## src/rtl/servo_pwm_gen.sv

```systemverilog
// rtl/servo_pwm_gen.sv - dual-channel double-buffered servo PWM generator (optional watchdog: SERVO_PWM_WDOG_EN)
module servo_pwm_gen #(
    parameter int FRAME_CYCLES  = 1000000,
    parameter int MIN_PULSE     = 10000,
    parameter int MAX_PULSE     = 60000,
    parameter int NEUTRAL_PULSE = 35000,
    parameter int WDOG_FRAMES   = 5
) (
    input  logic        clk,
    input  logic        rst_n,
    input  logic        enable,
    input  logic        update,
    input  logic [15:0] pulse_L_in,
    input  logic [15:0] pulse_R_in,
    output logic        pwm_L,
    output logic        pwm_R,
    output logic        frame_tick,
    output logic        active,
    output logic        wdog_trip
);

    localparam int CW   = $clog2(FRAME_CYCLES);
    localparam int CMPW = (CW > 16) ? CW : 16;
    localparam int WDW  = $clog2(WDOG_FRAMES + 1);

    localparam logic [CW-1:0]  LAST_CNT  = CW'(FRAME_CYCLES - 1);
    localparam logic [15:0]    MIN16     = 16'(MIN_PULSE);
    localparam logic [15:0]    MAX16     = 16'(MAX_PULSE);
    localparam logic [15:0]    NEUTRAL16 = 16'(NEUTRAL_PULSE);
    localparam logic [WDW-1:0] WDOG_LIM  = WDW'(WDOG_FRAMES);

    typedef enum logic [1:0] {
        IDLE  = 2'd0,
        RUN   = 2'd1,
        DRAIN = 2'd2
    } state_t;

    state_t         state_q, state_d;
    logic [CW-1:0]  cnt_q, cnt_d;
    logic [15:0]    pend_l_q, pend_l_d, pend_r_q, pend_r_d;
    logic [15:0]    shad_l_q, shad_l_d, shad_r_q, shad_r_d;
    logic           pwm_l_q, pwm_l_d, pwm_r_q, pwm_r_d;
    logic           tick_q, tick_d;
    logic           trip_q, trip_d;
    logic [WDW-1:0] wdog_q, wdog_d;
    logic           reload;
    logic           frame_wrap;
    logic           at_last;

    function automatic logic [15:0] clamp(input logic [15:0] v);
        if (v < MIN16) begin
            return MIN16;
        end else if (v > MAX16) begin
            return MAX16;
        end
        return v;
    endfunction

    assign at_last = (cnt_q == LAST_CNT);

    // Frame sequencer: state, frame counter, reload strobe and frame tick.
    always_comb begin
        state_d = state_q;
        cnt_d   = cnt_q;
        reload  = 1'b0;
        tick_d  = 1'b0;
        case (state_q)
            IDLE: begin
                cnt_d = '0;
                if (enable) begin
                    state_d = RUN;
                    reload  = 1'b1;
                    tick_d  = 1'b1;
                end
            end
            RUN: begin
                if (at_last) begin
                    cnt_d  = '0;
                    reload = 1'b1;
                    tick_d = 1'b1;
                end else begin
                    cnt_d = cnt_q + 1'b1;
                end
                if (!enable) begin
                    state_d = DRAIN;
                end
            end
            DRAIN: begin
                if (at_last) begin
                    cnt_d = '0;
                    if (enable) begin
                        // Re-armed before the wrap: behave exactly as if RUN had never been left.
                        state_d = RUN;
                        reload  = 1'b1;
                        tick_d  = 1'b1;
                    end else begin
                        state_d = IDLE;
                    end
                end else begin
                    cnt_d = cnt_q + 1'b1;
                    if (enable) begin
                        state_d = RUN;
                    end
                end
            end
            default: begin
                state_d = IDLE;
                cnt_d   = '0;
            end
        endcase
    end

    assign frame_wrap = reload && (state_q != IDLE);

    // Shadow widths follow the pending words only at frame boundaries; PWM is precomputed from next state.
    always_comb begin
        shad_l_d = reload ? pend_l_q : shad_l_q;
        shad_r_d = reload ? pend_r_q : shad_r_q;
        pwm_l_d  = (state_d != IDLE) && (CMPW'(cnt_d) < CMPW'(shad_l_d));
        pwm_r_d  = (state_d != IDLE) && (CMPW'(cnt_d) < CMPW'(shad_r_d));
    end

    // Pending-word capture, frames-since-update counter and watchdog override (update has priority).
    always_comb begin
        pend_l_d = pend_l_q;
        pend_r_d = pend_r_q;
        wdog_d   = wdog_q;
        trip_d   = trip_q;
        if (frame_wrap && (wdog_q != WDOG_LIM)) begin
            wdog_d = wdog_q + 1'b1;
`ifdef SERVO_PWM_WDOG_EN
            if (wdog_d == WDOG_LIM) begin
                pend_l_d = NEUTRAL16;
                pend_r_d = NEUTRAL16;
                trip_d   = 1'b1;
            end
`endif
        end
        if (update) begin
            pend_l_d = clamp(pulse_L_in);
            pend_r_d = clamp(pulse_R_in);
            wdog_d   = '0;
            trip_d   = 1'b0;
        end
    end

    // State and datapath registers with asynchronous reset to the neutral, idle condition.
    always_ff @(posedge clk or negedge rst_n) begin
        if (!rst_n) begin
            state_q  <= IDLE;
            cnt_q    <= '0;
            pend_l_q <= NEUTRAL16;
            pend_r_q <= NEUTRAL16;
            shad_l_q <= NEUTRAL16;
            shad_r_q <= NEUTRAL16;
            pwm_l_q  <= 1'b0;
            pwm_r_q  <= 1'b0;
            tick_q   <= 1'b0;
            trip_q   <= 1'b0;
            wdog_q   <= '0;
        end else begin
            state_q  <= state_d;
            cnt_q    <= cnt_d;
            pend_l_q <= pend_l_d;
            pend_r_q <= pend_r_d;
            shad_l_q <= shad_l_d;
            shad_r_q <= shad_r_d;
            pwm_l_q  <= pwm_l_d;
            pwm_r_q  <= pwm_r_d;
            tick_q   <= tick_d;
            trip_q   <= trip_d;
            wdog_q   <= wdog_d;
        end
    end

    assign pwm_L      = pwm_l_q;
    assign pwm_R      = pwm_r_q;
    assign frame_tick = tick_q;
    assign active     = (state_q != IDLE);
    assign wdog_trip  = trip_q;

endmodule

```

## config.mk

```make
export PLATFORM = sky130hd
export DESIGN_NAME = servo_pwm_gen
export DESIGN_NICKNAME = d
export VERILOG_FILES = /design/src/rtl/servo_pwm_gen.sv
export SDC_FILE = /design/constraint.sdc
export NUM_CORES = 1
export LEC_CHECK = 0
export CORE_ASPECT_RATIO = 1.1
export CORE_MARGIN = 3
export CORE_UTILIZATION = 40
export CTS_CLUSTER_SIZE = 25
export DETAILED_ROUTE_END_ITERATION = 6
export GPL_TIMING_DRIVEN = 0
export PLACE_DENSITY_LB_ADDON = 0.15
export SETUP_SLACK_MARGIN = 0.15
export SKIP_LAST_GASP = 1
export SLEW_MARGIN = 20
export SYNTH_ARGS = -nofsm -noshare
export SYNTH_HDL_FRONTEND = slang
export SYNTH_SLANG_ARGS = --single-unit
```

## constraint.sdc

```tcl
create_clock -name clk -period 4.2 [get_ports clk]
set_clock_uncertainty 0.15 [all_clocks]
set_input_delay 0.42 -clock clk [delete_from_list [all_inputs] [get_ports clk]]
set_output_delay 0.42 -clock clk [all_outputs]
set_load 0.005 [all_outputs]
```

==> out/results.txt <==
Worst setup EP type = register
Leak Pwr = 2.72 nW
Min-Delay Path Class = register to register
Global-route wire length before repair = 17400 um
Synthesis Warnings = 0
Detail Route Antenna Nets = 0
Synth top area cells = dfrtp_1, dfstp_2, ha_1
Library cells used by synthesis = 54
Sequential fraction of the synthesis area = 0.477
Initial antenna violation count = 0
Slew Viols, Final = 0
Slowest cell delay on critical path = 0.42 ns
Post-route insts no fill = 651
Setup Crit Path Kind = register to register
Initial Utilization = 0.412
Max Clk Rate = 267 MHz
Clk sinks = 89
Area Overhead vs Synth = 19.1%
Core Area = 11500 um2
Vias in the first global route = 3399
Post-synthesis register bit count = 89
Die Wd = 110 um
Synth top area share = 0.344
Global route overflow = 0
Clock Tree Buf Depth = 2
Yosys top cell by area = dfrtp_1
Skew-Pair Late Insertion Delay = 0.34 ns
EDFF count, synth = 0
IO Count = 41
DRC Markers = 0
Async S/R FF share, synth = 1.00
Max Cap Violations = 0
Final WL = 10500 um
Gp weighted congestion = 0.759
Layout cells sized above 1 = 0.126
H-tree levels = 3
Synth Area per Inst = 10.7 um2
CP arrival = 3.83 ns
Status = complete, no violations
Die H = 120 um
Worst-Margin Slew = 0.679 ns
Clk Tree Root Cell = clkbuf_16
Placed standard-cell area = 5330 um2
Final Hold Fails = 0
Synthesized net count = 515
Final setup viols = 0
Most common cell in the netlist = dfrtp_1
Detailed-placement wirelength estimate = 8160 um
Diodes inserted = 0
DR WL/cell = 16.1 um
Final min period = 3.75 ns
Tot GR Track Use = 0.173
Nets = 567
Clock-pin slew on the worst setup and hold paths = 0.06 ns
Period utilisation layout = 0.893
DR vias = 3429
Power Dens Cells = 527 nW/um2
Setup TNS = 0 ns
Critical Path RT = 4.28 ns
Top FF cell, synth = dfrtp_1
PortBufs = 39
CP Launch Type = register
Num rows = 41
RSZ-0062 raised after global routing = false
Post-Synthesis Cells = 444
Placed Instances = 634
CP Max Fanout = 10
Seq. cell area = 2260 um2
CTS tree = built
Post-Syn Area = 4730 um2
Post-cts sizing count = 0
DR iter-0 viols = 151
Drt pass-1 iters = 5
Relative slew slack = 0.543
Via/cell ratio = 5.27
Post-synth top cells = dfrtp_1, nor2_1, inv_1, ha_1, mux2i_1
Design Area, Final = 5630 um2
Multi-input logic area = 2250 um2
Peak supply drop = 0.292 mV
Num CTS Buffers = 9
Pin count of the biggest net entering global routing = 61
DIE AREA = 13200 um2
CP max stage cell = dfrtp_1
CP cell instances = ha_1 -> nand2_1 -> nor4_4 -> a31oi_4 -> buf_6 -> mux2i_1 -> ha_1 -> a21o_1 -> a21o_1 -> a21oi_1 -> o21a_1 -> o211ai_1 -> nor4b_1
Fillers = 1094
-- path summary, 6_finish.rpt --
| kind | from | end | slack [ns] | cells past startpoint |
|---|---|---|---|---|
| worst max-delay path | cnt_q[0] | pwm_L | 0.45 | 13 |
| worst min-delay path | shad_r_q[0] | shad_r_q[0] | 0.31 | 2 |
| worst max register to register | cnt_q[0] | pwm_L | 0.45 | 13 |
| worst min register to register | shad_r_q[0] | shad_r_q[0] | 0.31 | 2 |
| max in group asynchronous | rst_n | shad_l_q[3] | 2.82 | 3 |
| min in group asynchronous | rst_n | shad_l_q[13] | 0.40 | 2 |
-- worst max-delay path, delay by kind of cell (launching register included) --
kind	cells	cell delay, ns
simple gates	3	0.86
flops	1	0.42
buf+inv	1	0.23
fa+ha+maj	2	0.60
mux	1	0.41
compound gates	6	0.96
-- layout by cell type (no fill, tap or decap), types with 12 or more instances in the layout --
master	instances
dfrtp_1	65
a22o_1	12
nand4_1	15
inv_1	40
dfstp_2	24
ha_1	35
nand2_1	17
a21o_1	13
clkdlybuf4s50_1	38
mux2i_1	28
nor2_1	48
a21oi_1	15
-- stage by stage --
step	utilization	total power, mW	setup slack (ns)	hold slack, ns
after floorplan	-	1.87	1.11	-0.0256
after global placement	0.462	2.18	-0.644	0.297
after detailed placement	0.464	2.22	0.323	0.237
after CTS	0.490	3.00	0.414	0.317
after global routing	0.490	3.18	0.179	0.347
final	0.490	2.97	0.449	0.308
-- state kept, by name, summed over array words and instances, names as in the netlist --
name / cells
cnt_q: 20
pend_l_q: 16
pend_r_q: 16
shad_l_q: 16
shad_r_q: 16
state_q: 2
frame_tick: 1
pwm_L: 1
pwm_R: 1
-- metal layers --
metal	track usage	vias to the layer above	share of wire
li1	-	1702	-
met1	0.237	1664	0.46
met2	0.275	49	0.49
met3	0.0226	14	0.026
met4	0.0748	0	0.021
met5	0	-	0
-- cells by family (layout without fill, tap and decap cells) --
| family | after synthesis | in the layout | synth area share |
|---|---|---|---|
| other | 1 | 1 | 0.000793 |
| AND/OR/NAND/NOR | 124 | 124 | 0.134 |
| adder cells (fa/ha/maj) | 35 | 35 | 0.0926 |
| multiplexers | 35 | 35 | 0.0767 |
| AO/OA/AOI/OAI | 88 | 88 | 0.136 |
| XOR/XNOR | 19 | 19 | 0.0352 |
| buffers and inverters | 53 | 110 | 0.0468 |
| flip-flops | 89 | 89 | 0.477 |
-- report_power, final --
| part | switching [mW] | total, mW | internal (mW) |
|---|---|---|---|
| Sequential | 0.0842 | 1.20 | 1.11 |
| Combinational | 0.586 | 1.00 | 0.415 |
| Clock | 0.342 | 0.766 | 0.424 |
-- layout make-up --
type	count	area share
Sequential cell	89	0.401
Multi-Input combinational cell	302	0.400
Timing Repair Buffer	41	0.0755
Clock buffer	10	0.0424
Tap cell	150	0.0333
Inverter	42	0.0280
Buffer	11	0.0113
Clock inverter	6	0.00889
-- repair_timing --
action	4_1_cts	5_1_grt
hold buffers	1	0
endpoints found under the hold margin	28	0
setup buffers	0	0
(Power assumes the default switching activity.)
